[src/rtl/mul4_eval_sequencer.sv]
// Scores one combinational mul4 candidate against the exact 32x32 product.
// Define BIT_SCORE_EN to score matching bits instead of matching words.
module mul4_eval_sequencer #(
  parameter int unsigned NUM_VECTORS   = 64,
  parameter int unsigned SETTLE_CYCLES = 1,
  parameter logic [63:0] LFSR_SEED     = 64'h0000_0001_0000_0003
) (
  input  logic        clk,
  input  logic        rst_n,
  input  logic        start,
  input  logic        abort,
  output logic [15:0] op_a1,
  output logic [15:0] op_a0,
  output logic [15:0] op_b1,
  output logic [15:0] op_b0,
  input  logic [15:0] ind_y3,
  input  logic [15:0] ind_y2,
  input  logic [15:0] ind_y1,
  input  logic [15:0] ind_y0,
  output logic        busy,
  output logic        done,
  output logic [31:0] score,
  output logic [15:0] perfect_cnt,
  output logic        score_valid
);

  localparam logic [63:0] SEED =
    (LFSR_SEED == 64'h0) ? 64'h1 : LFSR_SEED;
  localparam logic [15:0] NV_M1 = 16'(NUM_VECTORS - 1);
  localparam logic [31:0] SC_M1 = 32'(SETTLE_CYCLES - 1);

  typedef enum logic [1:0] {
    S_IDLE, S_DRIVE, S_SCORE, S_DONE
  } state_e;

  state_e      state_q, state_d;
  logic [63:0] lfsr_q, lfsr_d;
  logic [15:0] vec_q, vec_d;
  logic [31:0] settle_q, settle_d;
  logic [31:0] score_q, score_d;
  logic [15:0] perf_q, perf_d;
  logic        valid_q, valid_d;

  logic [63:0] gold;
  logic [63:0] ind;
  logic [6:0]  match_n;
  logic        all_eq;
  logic        fb;
  logic [32:0] score_sum;
  logic [16:0] perf_sum;

  assign gold = 64'(lfsr_q[63:32]) * 64'(lfsr_q[31:0]);
  assign ind  = {ind_y3, ind_y2, ind_y1, ind_y0};
  assign all_eq = (ind == gold);
  assign fb = lfsr_q[63] ^ lfsr_q[62] ^ lfsr_q[60] ^ lfsr_q[59];

`ifdef BIT_SCORE_EN
  always_comb begin
    match_n = '0;
    for (int i = 0; i < 64; i++) begin
      match_n = match_n + 7'(~(ind[i] ^ gold[i]));
    end
  end
`else
  always_comb begin
    match_n = 7'(ind_y0 == gold[15:0])
            + 7'(ind_y1 == gold[31:16])
            + 7'(ind_y2 == gold[47:32])
            + 7'(ind_y3 == gold[63:48]);
  end
`endif

  assign score_sum = {1'b0, score_q} + 33'(match_n);
  assign perf_sum  = {1'b0, perf_q} + 17'(all_eq);

  always_comb begin
    state_d  = state_q;
    lfsr_d   = lfsr_q;
    vec_d    = vec_q;
    settle_d = settle_q;
    score_d  = score_q;
    perf_d   = perf_q;
    valid_d  = valid_q;
    unique case (state_q)
      S_IDLE: begin
        if (start && !abort) begin
          state_d  = S_DRIVE;
          lfsr_d   = SEED;
          vec_d    = '0;
          settle_d = '0;
          score_d  = '0;
          perf_d   = '0;
          valid_d  = 1'b0;
        end
      end
      S_DRIVE: begin
        settle_d = settle_q + 32'd1;
        if (abort) begin
          state_d = S_IDLE;
        end else if (settle_q == SC_M1) begin
          state_d = S_SCORE;
        end
      end
      S_SCORE: begin
        if (abort) begin
          state_d = S_IDLE;
        end else begin
          score_d  = score_sum[32] ? 32'hFFFF_FFFF
                                   : score_sum[31:0];
          perf_d   = perf_sum[16] ? 16'hFFFF
                                  : perf_sum[15:0];
          lfsr_d   = {lfsr_q[62:0], fb};
          vec_d    = vec_q + 16'd1;
          settle_d = '0;
          state_d  = (vec_q == NV_M1) ? S_DONE : S_DRIVE;
        end
      end
      S_DONE: begin
        valid_d = 1'b1;
        state_d = S_IDLE;
      end
      default: state_d = S_IDLE;
    endcase
  end

  always_ff @(posedge clk) begin
    if (!rst_n) begin
      state_q  <= S_IDLE;
      lfsr_q   <= SEED;
      vec_q    <= '0;
      settle_q <= '0;
      score_q  <= '0;
      perf_q   <= '0;
      valid_q  <= 1'b0;
    end else begin
      state_q  <= state_d;
      lfsr_q   <= lfsr_d;
      vec_q    <= vec_d;
      settle_q <= settle_d;
      score_q  <= score_d;
      perf_q   <= perf_d;
      valid_q  <= valid_d;
    end
  end

  assign op_a1       = lfsr_q[63:48];
  assign op_a0       = lfsr_q[47:32];
  assign op_b1       = lfsr_q[31:16];
  assign op_b0       = lfsr_q[15:0];
  assign busy        = (state_q == S_DRIVE) || (state_q == S_SCORE);
  assign done        = (state_q == S_DONE);
  assign score       = score_q;
  assign perfect_cnt = perf_q;
  assign score_valid = valid_q;

endmodule

[config.mk]
export PLATFORM = sky130hd
export DESIGN_NAME = mul4_eval_sequencer
export DESIGN_NICKNAME = d
export VERILOG_FILES = /design/src/rtl/mul4_eval_sequencer.sv
export SDC_FILE = /design/constraint.sdc
export NUM_CORES = 2
export LEC_CHECK = 0
export BUFFER_PORTS_ARGS = -buffer_cell sky130_fd_sc_hd__buf_2
export CORE_MARGIN = 8
export CORE_UTILIZATION = 56
export DETAILED_ROUTE_END_ITERATION = 10
export PLACE_DENSITY = 0.76
export SYNTH_ARGS = -nofsm -noshare
export SYNTH_HDL_FRONTEND = slang
export SYNTH_SLANG_ARGS = --single-unit
[constraint.sdc]
create_clock -name clk -period 9.45 [get_ports clk]
set_input_delay 1.4175 -clock clk [delete_from_list [all_inputs] [get_ports clk]]
set_output_delay 1.4175 -clock clk [all_outputs]
set_load 0.1 [all_outputs]
Word-level counts from Yosys, hierarchy flattened
Cells that the tools add are included.
Word-level totals
  register bits after elaboration: 163
  bits of input ports: 68
  output and inout port bits: 115
  word-level logic and storage cells: 65
Operators by class
  $add $sub $neg: 7
  multiply operators: 1
  eq/ne operators: 12
  muxes and demuxes: 23
  bitwise gates (word level): 3
  reductions and logical operators: 12
Operator list (number)
  $mux W32: 4
  $mux W64: 2
  $pmux W64 S2: 1
  $pmux W32 S3: 1
  $eq A16 B16 Y1: 4
  $eq A64 B64 Y1: 1
  $mul A32 B32 Y64: 1
  $mux W16: 4
  $pmux W16 S2: 2
  $pmux W32 S2: 1
  $add A32 B4 Y33: 1
  $add A32 B1 Y32 const B: 1
  $logic_not A32 Y1: 1
  $add A16 B1 Y17: 1
  $add A16 B1 Y16 const B: 1
  $eq A16 B6 Y1 const B: 1
  $mux W2: 5
  $pmux W2 S4: 1
  $reduce_and A3 Y1: 2
  $add A3 B1 Y4: 1
  $eq A2 B2 Y1 const B: 2
  $ne A2 B2 Y1 const B: 2
  $reduce_and A2 Y1: 2
  $reduce_bool A2 Y1: 2
  other kinds (12): 14

Logic depth before layout (Yosys ltp)
  word-level depth: 9
  mapped depth: 41
  mapped depth without buffers: 39

Worst setup path after synthesis
No wires, ideal clock.
  path kind: register -> register
  start: register lfsr_q[44]
  end: register score_q[30] (netlist: score[30])
  library setup time: 0.070 ns
  arrival: 10.550 ns
  data required time: 9.380 ns
  slack: -1.170 ns
  stages on the path, launching flop included: 38
  buffers on the path: 1
  cells stage by stage: dfxtp_1 > clkbuf_1 > and2_1 > fa_1 > fa_1 > fa_1 > inv_1 > fa_1 > inv_1 > fa_1 > inv_1 > fa_1 > inv_1 > fa_1 > fa_1 > ha_1 > nand4_2 > or3_1 > [2 not listed] > a21oi_2 > o31ai_1 > nor4_1 > nand3_1 > nor2_1 > fa_1 > fa_1 > fa_1 > nand3_1 > nor4_4 > nand4_1 > or3_1 > or2_2 > nor2_1 > nand2_1 > nor2_1 > o21ai_0 > a21boi_1
Between the ends
  cells in the longest elaborated chain, start to end: 9
Ends and longest elaborated chain
  start, declared: RTL line 37  | logic [63:0] lfsr_q, lfsr_d;
  start signal, assigned: RTL line 137  | lfsr_q <= lfsr_d;
  $mul A32 B32 Y64 *: RTL line 52  | assign gold = 64'(lfsr_q[63:32]) * 64'(lfsr_q[31:0]);
  $eq A16 B16 Y1 (on tied branches): RTL line 66, 67
  $add A1 B1 Y2: RTL line 67  | + 7'(ind_y1 == gold[31:16])
  $add A2 B1 Y3: RTL line 68  | + 7'(ind_y2 == gold[47:32])
  $add A3 B1 Y4 *: RTL line 69  | + 7'(ind_y3 == gold[63:48]);
  $add A32 B4 Y33 *: RTL line 73  | assign score_sum = {1'b0, score_q} + 33'(match_n);
  $mux W32 *: RTL line 108  | score_d = score_sum[32] ? 32'hFFFF_FFFF
  $mux W32 *: RTL line 105  | if (abort) begin
  $pmux W32 S2 *: RTL line 84  | unique case (state_q)
  end signal, assigned: RTL line 140  | score_q <= score_d;
  end, declared: RTL line 40  | logic [31:0] score_q, score_d;
Every way passes the cells marked *; elsewhere a longest branch is shown, timed or not. The select of a mux whose other input is x is not followed.
A chain may end at the register's enable or synchronous reset.

Final worst setup path
  start: register lfsr_q[46]
  end: register score_q[17] (netlist: score[17])
The elaborated chain is that of the path after synthesis.

==> results.json <==
{
  "cts_hold_buffers": 0,
  "irDropWorstVdd_mv": 0.107,
  "rsz0062_at_grt": "true",
  "core_um2": 74600,
  "status": "finished with violations",
  "path_clk_slew_ns": 0.08,
  "drt_iter0_drc": 2534,
  "ios": 183,
  "period_share": 1.06,
  "grt_use_total": 0.303,
  "critical-path-slowest-cell": "fa_2",
  "layout_common_cells": "fa_1, inv_1, nand2_1",
  "tightest_slew_ns": 1.33,
  "dieWidth_um": 291,
  "worst_setup_path_end_kind": "register",
  "routed_wl_um": 131000,
  "synth.yosys.warnings": 0,
  "synth_edf_count": 0,
  "portBuffers": 182,
  "num_rows": 100,
  "fin_util": 0.678,
  "numCtsBuffers": 17,
  "vias": 36700,
  "ys_ff_latch": 163,
  "grt_pass1_vias": 39300,
  "die_area_um2": 84500,
  "routedWlPerCell_um": 20.4,
  "tritoncts": "built",
  "finalWeightedCongestion": 0.993,
  "drive_above_1_share": 0.216,
  "powerDensity_nw_per_um2": 32.2,
  "worst_ep_required_time_ns": 9.86,
  "dp_hpwl_um": 106000,
  "antenna_found_initial": 3,
  "netlist_area_um2": 42200,
  "synth_cells": 4832,
  "start_util": 0.566,
  "cts_max_level": 4,
  "startpoint_type": "register",
  "drv_slew": 0,
  "crit_path_max_incr_delay_ns": 0.60,
  "grt_pass1_wl_um": 206000,
  "grt_start_max_net_pins": 82,
  "finalSetupViolCount": 48,
  "worstSetupPathType": "reg -> reg",
  "fin_ws_ns": -0.613,
  "synth.net_count": 6072,
  "hold_viol": 0,
  "synth.avg_cell_area_um2": 8.74,
  "cts_num_sinks": 163,
  "gr-total-overflow": 0,
  "p_leak_nw": 21.8,
  "worstPathMaxFanout": 7,
  "violations": "setup timing",
  "synth_flop_cell": "dfxtp_1",
  "die_y_um": 291,
  "ctsRootBufferMaster": "clkbuf_16",
  "skew_ns": 0.0150,
  "vias_per_cell": 5.71,
  "syn_to_final_growth_pct": 19.7,
  "ant_nets": 0,
  "maxCapViolCount": 0,
  "synth.distinct_cells": 78,
  "async_flop_share": 0,
  "dp.cells": 6332,
  "clock_latency_ns": 0.47,
  "firstDrtPassIters": 6,
  "cp_common_cell": "fa_1",
  "critPathArrivalTime_ns": 10.47,
  "hold_class": "reg -> reg",
  "slew_headroom": 0.110,
  "final_common_cell": "fa_1",
  "max-clock-path-buffers": 2,
  "min_period_ns": 10.06,
  "setup_tns_ns": -22.84,
  "yosysSeqAreaShare": 0.0773,
  "fmax_mhz": 99.4,
  "finalNetCount": 6682,
  "final_cells": 6427,
  "detail_route.drc_violations": 0
}
==> registers in the layout, indices dropped and copies added (netlist names) <==
name	flops
state_q	2
perfect_cnt	16
score	32
lfsr_q	64
vec_q	16
score_valid	1
settle_q	32
==> cell families after synthesis <==
family | share of synthesized area
AO/OA/AOI/OAI | 0.0783
XOR/XNOR | 0.0276
adder cells (fa/ha/maj) | 0.507
buffers and inverters | 0.0913
flip-flops | 0.0773
multiplexers | 0.00290
AND/OR/NAND/NOR | 0.216
==> path summary, 6_finish.rpt <==
path	depth (start not counted)	slack, ns	start	endpoint
worst min-delay path	2	0.50	score[31]$_SDFFE_PN0P_	score[31]$_SDFFE_PN0P_
worst max-delay path	40	-0.61	lfsr_q[46]$_SDFFE_PN0P_	score[17]$_SDFFE_PN0P_
worst max register to register	40	-0.61	lfsr_q[46]$_SDFFE_PN0P_	score[17]$_SDFFE_PN0P_
worst min register to register	2	0.50	score[31]$_SDFFE_PN0P_	score[31]$_SDFFE_PN0P_
==> area by class of cell <==
| cell class | instances | area [µm²] |
|---|---|---|
| repair buffers | 870 | 6420 |
| diodes | 3 | 7.51 |
| well taps | 969 | 1210 |
| multi-input cells | 3649 | 36000 |
| clock inverters | 15 | 188 |
| inverters | 741 | 2780 |
| flip-flops and latches | 163 | 3470 |
| fillers | 5834 | 24000 |
| clock buffers | 17 | 425 |
==> per-layer routing <==
metal / GRT usage / vias up / share of wire
li1: - / 16200 / -
met1: 0.359 / 18300 / 0.37
met2: 0.530 / 1700 / 0.50
met3: 0.0414 / 497 / 0.070
met4: 0.169 / 0 / 0.066
met5: 0 / - / 0
==> worst max-delay path: cells and delay by family, from the launching register on <==
family | cells | cell delay (ns)
compound gates | 6 | 1.07
fa+ha+maj | 12 | 4.96
simple gates | 12 | 2.36
buf+inv | 10 | 1.20
flops | 1 | 0.41
==> power by group <==
group	switching, W	internal [W]	total, W
logic	0.000137	0.0000671	0.000204
registers	0.00000345	0.000674	0.000678
clock network	0.000363	0.000381	0.000744
==> what timing repair did <==
action                                  in CTS  in global routing
gates cloned                                 3                  0
buffers inserted                            26                 34
endpoints found under the setup margin      48                 48
resized for setup                          116                172
pin swaps                                   61                 91
==> metrics by stage <==
stage          setup slack [ns]  hold slack, ns  power [W]  area [µm²]
2_1_floorplan           -0.0864           0.458   0.000809       42800
3_3_place_gp             -0.833           0.473   0.000888       48500
4_1_cts                  -0.684           0.507    0.00162       49700
3_5_place_dp             -0.943           0.492   0.000889       48500
5_1_grt                  -0.996           0.526    0.00167       50500
6_report                 -0.613           0.501    0.00163       50500
==> synth_stat cells, drive strengths merged, types with 29 or more instances <==
master	n	area share
fa	899	0.43
inv	741	0.066
nand2	693	0.062
and2	587	0.087
ha	273	0.081
clkbuf	261	0.023
dfxtp	163	0.077
nor2	152	0.014
o21ai	146	0.017
a21oi	136	0.016
nand3	126	0.015
a21boi	98	0.017
xor2	74	0.015
xnor2	59	0.012
nand4	55	0.0083
and3	37	0.0055
nor3	35	0.0041
nor4	32	0.0052
nor2b	29	0.0043
(Power assumes the default switching activity.)
